`src/rtl/memctrl.sv`:
```
// rtl/memctrl.sv - byte-serial memory controller for instruction fetch and load/store requests
//
// Purpose: serialises word fetches and byte/half/word loads/stores into single-byte
// RAM cycles, assembling/splitting little-endian data, and returns a one-cycle
// done pulse to the requester.
//
// Ports:
//   clk, rst            clock, synchronous active-high reset
//   rdy                 global enable; low freezes state and outputs, forces mem_wr low
//   rollback            pipeline flush; aborts fetches and non-IO loads
//   mem_din/mem_dout    RAM read byte (one cycle after address) / RAM write byte
//   mem_a, mem_wr       RAM byte address, write strobe
//   io_buffer_full      IO write buffer full (used only with MEMCTRL_IO_STALL_EN)
//   if_en/if_pc         fetch request and word address
//   if_done/if_data     fetch completion pulse and fetched word
//   lsb_en/lsb_wr/lsb_addr/lsb_len/lsb_w_data   load/store request fields
//   lsb_done/lsb_r_data load/store completion pulse and zero-filled load data
//
// Configuration macro: MEMCTRL_IO_STALL_EN - when defined, IO write bytes wait for
// io_buffer_full to drop and consecutive IO write bytes are separated by an idle cycle.
module memctrl #(
  parameter int ADDR_WIDTH = 32,
  parameter int IO_SEL_HI  = 17
) (
  input  logic                  clk,
  input  logic                  rst,
  input  logic                  rdy,
  input  logic                  rollback,
  input  logic [7:0]            mem_din,
  output logic [7:0]            mem_dout,
  output logic [ADDR_WIDTH-1:0] mem_a,
  output logic                  mem_wr,
  input  logic                  io_buffer_full,
  input  logic                  if_en,
  input  logic [31:0]           if_pc,
  output logic                  if_done,
  output logic [31:0]           if_data,
  input  logic                  lsb_en,
  input  logic                  lsb_wr,
  input  logic [31:0]           lsb_addr,
  input  logic [2:0]            lsb_len,
  input  logic [31:0]           lsb_w_data,
  output logic                  lsb_done,
  output logic [31:0]           lsb_r_data
);

`ifdef MEMCTRL_IO_STALL_EN
  localparam bit IO_STALL = 1'b1;
`else
  localparam bit IO_STALL = 1'b0;
`endif

  typedef enum logic [1:0] {IDLE, IF_READ, LSB_READ, LSB_WRITE} state_t;

  state_t                state, state_n;
  logic [2:0]            k, k_n;       // next byte index to put on the bus
  logic [2:0]            rk, rk_n;     // next byte index to capture from mem_din
  logic [2:0]            len, len_n;
  logic [31:0]           addr, addr_n;
  logic [31:0]           wdata, wdata_n;
  logic [31:0]           data, data_n;
  logic                  pend, pend_n; // mem_a this cycle is a live read address
  logic                  cap, cap_n;   // mem_din this cycle carries a wanted byte
  logic                  io_rd, io_rd_n;
  logic                  mem_wr_q, mem_wr_n;
  logic [ADDR_WIDTH-1:0] mem_a_n;
  logic [7:0]            mem_dout_n;
  logic                  if_done_n, lsb_done_n;
  logic [31:0]           if_data_n, lsb_r_data_n;

  // The RAM keeps answering the held address while frozen, so the byte that was
  // in flight when rdy dropped is saved and replayed on the first resumed cycle.
  logic                  frz;
  logic [7:0]            din_save;
  logic [7:0]            din_eff;

  logic [31:0]           byte_addr;
  logic [31:0]           merged;
  logic [7:0]            wbyte;
  logic                  prev_io_wr;
  logic                  hold_acc;
  logic                  hold_run;

  assign din_eff    = frz ? din_save : mem_din;
  assign byte_addr  = addr + {29'd0, k};
  assign merged     = data | ({24'd0, din_eff} << {rk[1:0], 3'b000});
  assign prev_io_wr = mem_wr_q && (mem_a[IO_SEL_HI -: 2] == 2'b11);
  assign hold_acc   = IO_STALL && (lsb_addr[IO_SEL_HI -: 2] == 2'b11) && io_buffer_full;
  assign hold_run   = IO_STALL && (byte_addr[IO_SEL_HI -: 2] == 2'b11) &&
                      (io_buffer_full || prev_io_wr);

  // A write strobe must never be seen by the RAM while the core is frozen.
  assign mem_wr = mem_wr_q & rdy;

  always_comb begin
    case (k[1:0])
      2'd0:    wbyte = wdata[7:0];
      2'd1:    wbyte = wdata[15:8];
      2'd2:    wbyte = wdata[23:16];
      default: wbyte = wdata[31:24];
    endcase
  end

  always_comb begin
    state_n      = state;
    k_n          = k;
    rk_n         = rk;
    len_n        = len;
    addr_n       = addr;
    wdata_n      = wdata;
    data_n       = data;
    pend_n       = pend;
    cap_n        = cap;
    io_rd_n      = io_rd;
    mem_wr_n     = 1'b0;
    mem_a_n      = mem_a;
    mem_dout_n   = mem_dout;
    if_done_n    = 1'b0;
    lsb_done_n   = 1'b0;
    if_data_n    = if_data;
    lsb_r_data_n = lsb_r_data;

    case (state)
      IDLE: begin
        if (!rollback) begin
          if (lsb_en && !lsb_done) begin
            addr_n  = lsb_addr;
            len_n   = lsb_len;
            wdata_n = lsb_w_data;
            data_n  = 32'd0;
            rk_n    = 3'd0;
            cap_n   = 1'b0;
            io_rd_n = (lsb_addr[IO_SEL_HI -: 2] == 2'b11);
            mem_a_n = lsb_addr[ADDR_WIDTH-1:0];
            if (lsb_wr) begin
              state_n = LSB_WRITE;
              pend_n  = 1'b0;
              if (hold_acc) begin
                k_n = 3'd0;
              end else begin
                mem_wr_n   = 1'b1;
                mem_dout_n = lsb_w_data[7:0];
                k_n        = 3'd1;
              end
            end else begin
              state_n = LSB_READ;
              pend_n  = 1'b1;
              k_n     = 3'd1;
            end
          end else if (if_en && !if_done) begin
            state_n = IF_READ;
            addr_n  = if_pc;
            len_n   = 3'd4;
            data_n  = 32'd0;
            rk_n    = 3'd0;
            cap_n   = 1'b0;
            pend_n  = 1'b1;
            k_n     = 3'd1;
            io_rd_n = 1'b0;
            mem_a_n = if_pc[ADDR_WIDTH-1:0];
          end
        end
      end

      IF_READ, LSB_READ: begin
        // IO reads have side effects and are only issued when committed, so a
        // flush must not cut them short.
        if (rollback && (state == IF_READ || !io_rd)) begin
          state_n = IDLE;
        end else begin
          cap_n = pend;
          if (k < len) begin
            mem_a_n = byte_addr[ADDR_WIDTH-1:0];
            k_n     = k + 3'd1;
            pend_n  = 1'b1;
          end else begin
            pend_n  = 1'b0;
          end
          if (cap) begin
            data_n = merged;
            rk_n   = rk + 3'd1;
            if (rk == len - 3'd1) begin
              state_n = IDLE;
              if (state == IF_READ) begin
                if_done_n = 1'b1;
                if_data_n = merged;
              end else begin
                lsb_done_n   = 1'b1;
                lsb_r_data_n = merged;
              end
            end
          end
        end
      end

      LSB_WRITE: begin
        if (k == len) begin
          state_n    = IDLE;
          lsb_done_n = 1'b1;
        end else if (!hold_run) begin
          mem_a_n    = byte_addr[ADDR_WIDTH-1:0];
          mem_dout_n = wbyte;
          mem_wr_n   = 1'b1;
          k_n        = k + 3'd1;
        end
      end

      default: state_n = IDLE;
    endcase
  end

  always_ff @(posedge clk) begin
    if (rst) begin
      state      <= IDLE;
      k          <= 3'd0;
      rk         <= 3'd0;
      len        <= 3'd0;
      addr       <= 32'd0;
      wdata      <= 32'd0;
      data       <= 32'd0;
      pend       <= 1'b0;
      cap        <= 1'b0;
      io_rd      <= 1'b0;
      mem_wr_q   <= 1'b0;
      mem_a      <= '0;
      mem_dout   <= 8'd0;
      if_done    <= 1'b0;
      lsb_done   <= 1'b0;
      if_data    <= 32'd0;
      lsb_r_data <= 32'd0;
      frz        <= 1'b0;
      din_save   <= 8'd0;
    end else begin
      frz <= ~rdy;
      if (!rdy && !frz) begin
        din_save <= mem_din;
      end
      if (rdy) begin
        state      <= state_n;
        k          <= k_n;
        rk         <= rk_n;
        len        <= len_n;
        addr       <= addr_n;
        wdata      <= wdata_n;
        data       <= data_n;
        pend       <= pend_n;
        cap        <= cap_n;
        io_rd      <= io_rd_n;
        mem_wr_q   <= mem_wr_n;
        mem_a      <= mem_a_n;
        mem_dout   <= mem_dout_n;
        if_done    <= if_done_n;
        lsb_done   <= lsb_done_n;
        if_data    <= if_data_n;
        lsb_r_data <= lsb_r_data_n;
      end
    end
  end

endmodule

```
`config.mk`:
```
export PLATFORM = sky130hd
export DESIGN_NAME = memctrl
export DESIGN_NICKNAME = d
export VERILOG_FILES = /design/src/rtl/memctrl.sv
export SDC_FILE = /design/constraint.sdc
export NUM_CORES = 1
export LEC_CHECK = 0
export ABC_AREA = 1
export CAP_MARGIN = 20
export CORE_AREA = 5 5 172 174
export CTS_CLUSTER_DIAMETER = 80
export CTS_CLUSTER_SIZE = 14
export DETAILED_ROUTE_END_ITERATION = 12
export DIE_AREA = 0 0 177 179
export PLACE_DENSITY = 0.7
export SYNTH_ARGS = -nofsm -noshare
export SYNTH_HDL_FRONTEND = slang
export SYNTH_SLANG_ARGS = --single-unit
export TNS_END_PERCENT = 20
```
`constraint.sdc`:
```
create_clock -name clk -period 2.2 [get_ports clk]
set_input_delay 0.44 -clock clk [delete_from_list [all_inputs] [get_ports clk]]
set_output_delay 0.44 -clock clk [all_outputs]
set_load 0.01 [all_outputs]
```
==> results of run 1 <==
==> worst max path at each step <==
stage | start | endpoint | slack, ns | cells past startpoint
6_report | k[0] | mem_a[14] | 0.12 | 11
5_1_grt | len[0] | if_data[4] | 0.0005 | 9
4_1_cts | k[0] | mem_a[18] | 0.07 | 10
3_5_place_dp | rdy | if_data[9] | -0.07 | 7
3_3_place_gp | rdy | if_data[15] | -0.04 | 7
2_1_floorplan | k[0] | mem_a[13] | 0.42 | 12
==> registers in the layout (all words and copies together) (netlist names), 8 cells and up <==
name / count
wdata: 32
data: 32
mem_dout: 8
din_save: 8
lsb_r_data: 32
mem_a: 32
if_data: 32
addr: 32
==> stage by stage <==
step,setup WS [ns],std cells,power [mW]
global route,0.000491,2174,11.7
floorplan,0.420,1599,6.30
finish,0.119,2174,11.1
CTS,0.0718,2173,11.1
global placement,-0.0377,2149,7.51
detailed placement,-0.0658,2149,7.55
==> cell usage after synthesis, drive strengths merged, types with 4 or more instances <==
library cell  count  area (µm²)
nand2           401        1510
o21ai           124         628
ha               16         200
o211ai            9        67.6
a221oi           11        96.3
xor2              4        35.0
a31oi             6        37.5
nand4            68         425
inv             160         603
buf              53         302
dfxtp           226        4520
clkbuf           49         184
nand3b            5        37.5
a21oi           167         836
a211oi            4        30.0
nor2            152         573
nand3           131         671
==> logic make-up after synthesis <==
group	Yosys count
AO/OA/AOI/OAI	322
multiplexers	3
XOR/XNOR	6
flip-flops	226
adder cells (fa/ha/maj)	17
buffers and inverters	262
AND/OR/NAND/NOR	763
==> timing repair <==
| action | in CTS | in global routing |
|---|---|---|
| endpoints found under the hold margin | 0 | 0 |
| pin swaps | 0 | 0 |
| resized for setup | 1 | 7 |
| endpoints found under the setup margin | 1 | 75 |
==> per-layer routing <==
| layer | GRT usage (%) | vias to the layer above | wire length (µm) |
|---|---|---|---|
| met5 | 0 | - | 25 |
| met2 | 33.7 | 375 | 15300 |
| met3 | 3.75 | 50 | 2570 |
| met1 | 29.4 | 5080 | 15900 |
| li1 | - | 5624 | - |
| met4 | 5.48 | 4 | 690 |
==> worst min-delay path, cell delays in order (launching register included) <==
cell,delay (ns)
dfxtp_1,0.30
inv_1,0.06
a21oi_1,0.05
==> power breakdown <==
| group | total, mW | internal, mW | switching, mW |
|---|---|---|---|
| clock | 3.57 | 2.04 | 1.53 |
| combinational | 2.86 | 1.16 | 1.70 |
| sequential | 4.64 | 4.42 | 0.221 |
==> final cells by class <==
cell class	instances	area, µm²	area share, %
well taps	378	473	3.31
diodes	1	2.50	0.0175
inverters	160	606	4.24
repair buffers	274	2760	19.3
flip-flops and latches	226	4530	31.7
clock inverters	3	90.1	0.631
clock buffers	21	526	3.68
multi-input cells	1111	5290	37.1
==> flow_summary_export.csv, run 1 <==
group,metric,value,unit
logic_synthesis,yosysUniqueCellTypes,36,
cts,cts-htree-levels,1,
placement,place_area,0.0136,mm²
critical_path,critPathArrivalTime,2.48,ns
critical_path,cp_top_family,"simple AND/OR/NAND/NOR gates",
critical_path,end_kind,"register",
timing,period_minus_slack,2.08,ns
routing,drt_iter0_drc,909,
power,p_leak,5.89,nW
final_layout,fillCellCount,2696,
timing,slew-limit-headroom,42.3,%
timing,maxSlewViolCount,0,
logic_synthesis,seq_area_frac_synth,41.5,%
final_layout,area_delta_synth_final,31.0,%
floorplan,io_pins,222,
global_routing,grt_overflow,0,
critical_path,path_max_fanout,6,
critical_path,cp_slowest_cell,"fa_1",
logic_synthesis,ys_seq_elements,226,
routing,wl,34.5,mm
logic_synthesis,synth-simple-area-share,30.1,%
logic_synthesis,async_flop_share,0,%
logic_synthesis,synthMuxAreaShare,0.276,%
final_layout,layout_common_cells,"399 x nand2_1, 225 x dfxtp_1, 218 x clkdlybuf4s50_1",
critical_path,worstReg2RegStart,"k[0]",
routing,via_per_inst,5.12,
timing,whs,0.449,ns
flow_run,max_cap_violations,0,
global_routing,track_usage,21.0,%
placement,io_buffers,220,
logic_synthesis,postSynthCellCount,1599,
placement,place_congestion,0.914,
logic_synthesis,synth_edf_count,0,
worst_hold_path,hp-start,"din_save[7]",
critical_path,required,2.60,ns
floorplan,dieArea,0.0317,mm²
logic_synthesis,netlist_area,0.0109,mm²
logic_synthesis,syn_avg_cell_area,6.81,µm²
cts,cts_setup_buffers,0,
critical_path,timing.critical_path.mode_cell,"nand2_1",
global_routing,antenna_found_initial,4,
critical_path,r2r_end,"mem_a[14]",
floorplan,start_util,39.4,%
final_layout,drive_above_1_share,5.68,%
cts,clk_path_buf_depth,3,
logic_synthesis,synth_xor_area_share,0.482,%
timing,setup_viol,0,
timing,fin_setup_tns,0,ns
critical_path,reg2reg_slack,0.12,ns
logic_synthesis,synth_compound_area_share,15.6,%
cts,cts_tree,"done",
cts,clk_pin_slew,0.07,ns
final_layout,fin_nets,1925,
floorplan,die_h,179,µm
critical_path,crit_buf_inv,1,
critical_path,crit_path_start_kind,"register",
logic_synthesis,synth_nets,1731,
final_layout,final_common_cell,"nand2_1",
power,power.density,775,mW/mm²
logic_synthesis,synth_top_family_by_area,"simple AND/OR/NAND/NOR gates",
routing,vias,11100,
timing,fmax,481,MHz
worst_hold_path,hp-class,"register to register",
cts,hold_buffers,0,
logic_synthesis,yosysWarnings,0,
routing,drcViolationCount,0,
cts,numClockSinks,226,
cts,numCtsBuffers,20,
timing,rsz0062_at_grt,"true",
placement,detailed_place_hpwl,24.7,mm
timing,worstMarginPinSlew,0.856,ns
timing,final-hold-violation-count,0,
power,ir_drop,0.000456,V
floorplan,row_count,61,
cts,cts-root-buf,"clkbuf_16",
global_routing,grt_pass1_vias,10500,
timing,fin_skew,0.0264,ns
final_layout,fin_util,51.6,%
global_routing,grt_start_max_net_pins,88,
critical_path,rr_worst_depth,11,
routing,drt_first_pass_iters,5,
timing,finalCritPeriodShare,94.6,%
final_layout,final_area,0.0143,mm²
global_routing,grt_first_pass_wirelength,54.7,mm
cts,clk_latency,0.51,ns
critical_path,path_cells,"ha_1, fa_1, nand2_1, nand2_1, nand2_1, nor2_1, xor2_1, nand2_1, nand3_1, nand2_1, inv_1",
critical_path,criticalPathCategory,"register to register",
logic_synthesis,synthAdderAreaFrac,2.02,%
routing,ant_nets,0,
logic_synthesis,ys.flop_type,"dfxtp_1",
worst_hold_path,min_path_cells,2,
floorplan,core,0.0276,mm²
outcome,status,"finished, final reports clean",
routing,wl_per_cell,15.9,µm
floorplan,die_x,177,µm
worst_hold_path,min_to,"din_save[7]",
critical_path,max_stage_delay,0.41,ns
No activity file was read; power rests on OpenSTA's default activity.
==> run 2: changes to the inputs <==
--- a/config.mk
+++ b/config.mk
@@ -12,7 +12,6 @@
 export CTS_CLUSTER_SIZE = 14
 export DETAILED_ROUTE_END_ITERATION = 12
 export DIE_AREA = 0 0 177 179
-export PLACE_DENSITY = 0.7
 export SYNTH_ARGS = -nofsm -noshare
 export SYNTH_HDL_FRONTEND = slang
 export SYNTH_SLANG_ARGS = --single-unit
==> flow_summary_export.csv, run 2 (synthesized netlist as in run 1, its figures left out) <==
group,metric,value,unit
outcome,status,"finished, final reports clean",
floorplan,die_x,177,µm
global_routing,antenna_found_initial,4,
final_layout,instances_no_fill,2181,
timing,finalCritPeriodShare,92.7,%
power,ir_drop,0.000556,V
power,p_total,10.7,mW
global_routing,track_usage,21.1,%
worst_hold_path,hp-start,"rst",
global_routing,grt_pass1_vias,10200,
timing,whs,0.355,ns
final_layout,final_area,0.0143,mm²
routing,vias,11000,
timing,final-hold-violation-count,0,
placement,io_buffers,220,
cts,cts-htree-levels,1,
cts,clk_latency,0.52,ns
placement,post-place-ws,-0.156,ns
placement,place_congestion,0.909,
floorplan,dieArea,0.0317,mm²
critical_path,required,2.61,ns
worst_hold_path,hp-class,"input port to register",
flow_run,max_cap_violations,0,
final_layout,final_common_cell,"nand2_1",
final_layout,fin_util,51.7,%
placement,place_area,0.0137,mm²
timing,period_minus_slack,2.04,ns
cts,clk_pin_slew,0.07,ns
global_routing,grt_use_met2,32.5,%
power,power.density,750,mW/mm²
critical_path,r2r_end,"data[21]",
final_layout,layout_common_cells,"397 x nand2_1, 225 x dfxtp_1, 218 x clkdlybuf4s50_1",
critical_path,critPathArrivalTime,2.45,ns
worst_hold_path,min_to,"pend",
worst_hold_path,min_path_cells,4,
routing,drt_first_pass_iters,5,
critical_path,end_kind,"register",
critical_path,rr_worst_depth,11,
critical_path,reg2reg_slack,0.16,ns
floorplan,start_util,39.4,%
global_routing,grt_overflow,0,
floorplan,core,0.0276,mm²
critical_path,worstReg2RegStart,"state[0]",
routing,ant_nets,0,
critical_path,crit_path_start_kind,"register",
critical_path,path_max_fanout,15,
cts,cts_tree,"done",
cts,cts_setup_buffers,0,
power,p_leak,5.91,nW
final_layout,drive_above_1_share,6.27,%
placement,detailed_place_hpwl,25.1,mm
global_routing,use_met1,31.2,%
timing,worstMarginPinSlew,0.753,ns
global_routing,grt_first_pass_wirelength,54.6,mm
timing,fin_skew,0.0268,ns
cts,cts-root-buf,"clkbuf_16",
routing,via_per_inst,5.04,
cts,hold_buffers,0,
routing,drt_iter0_drc,623,
cts,numClockSinks,226,
timing,rsz0062_at_grt,"false",
routing,drcViolationCount,0,
placement,dpl.cell_count,2157,
floorplan,io_pins,222,
final_layout,fin_nets,1933,
timing,slew-limit-headroom,49.3,%
final_layout,area_delta_synth_final,31.2,%
timing,fin_setup_tns,0,ns
floorplan,row_count,61,
routing,wl_per_cell,15.7,µm
critical_path,criticalPathCategory,"register to register",
timing,finalWorstSetupSlack,0.160,ns
global_routing,globalRoute.busiestLayer,"met2",
routing,wl,34.2,mm
global_routing,met3_usage,3.63,%
cts,clk_path_buf_depth,3,
cts,numCtsBuffers,20,
global_routing,grt_start_max_net_pins,107,
timing,fmax,490,MHz
timing,setup_viol,0,
timing,maxSlewViolCount,0,
floorplan,die_h,179,µm
## run 2: cell types whose count changed in the layout (fill, tap and decap cells not counted), sizes merged
| cell | previous run | this run |
|---|---|---|
| bufinv | 3 | 0 |
| inv | 160 | 161 |
| clkinv | 0 | 2 |
| buf | 55 | 63 |
| clkbuf | 21 | 20 |
## run 2: worst max-delay path by stage
stage                         from          end  cells after the start
after floorplan               k[0]    mem_a[13]                     12
after global placement         rdy  if_data[13]                      7
after detailed placement       rdy  if_data[13]                      7
after CTS                     k[0]    mem_a[22]                     11
after global routing      state[0]     data[28]                     11
final                     state[0]     data[21]                     11
## run 2: power by group
group          switching (mW)  internal, mW
clock                    1.55          1.64
combinational            1.68          1.21
sequential              0.223          4.42
## run 2: timing repair
item / in CTS / in global routing
setup endpoints to repair: 1 / 90
resized for setup: 1 / 10
pin swaps: 0 / 0
endpoints found under the hold margin: 0 / 0
## run 2: layout make-up
cell class / count / area, µm²
Antenna cell: 1 / 2.50
Clock buffer: 20 / 500
Clock inverter: 3 / 32.5
Fill cell: 2782 / 13300
Inverter: 160 / 603
Multi-Input combinational cell: 1111 / 5300
Sequential cell: 226 / 4530
Tap cell: 378 / 473
Timing Repair Buffer: 282 / 2850
## run 2: layer usage
metal | up-vias | share of wire (%)
li1 | 5657 | -
met1 | 4983 | 49
met2 | 295 | 43
met3 | 45 | 6.4
met4 | 6 | 1.3
met5 | - | 0.099
## run 2: worst max-delay path: stages (launching register included)
cell and delay [ns]:
dfxtp_1 0.38, inv_1 0.07, ha_1 0.42, nand2_2 0.17
o21ai_0 0.09, nand2_1 0.15, inv_1 0.10, o21ai_2 0.18
buf_12 0.20, nand2_1 0.06, nand3_1 0.07, inv_1 0.04
==> run 3: changes to the inputs <==
--- a/config.mk
+++ b/config.mk
@@ -12,6 +12,7 @@
 export CTS_CLUSTER_SIZE = 14
 export DETAILED_ROUTE_END_ITERATION = 12
 export DIE_AREA = 0 0 177 179
+export GPL_TIMING_DRIVEN = 1
 export SYNTH_ARGS = -nofsm -noshare
 export SYNTH_HDL_FRONTEND = slang
 export SYNTH_SLANG_ARGS = --single-unit
==> results of run 3 <==
The final DEF is identical to that of run 2; final timing and power are the same.
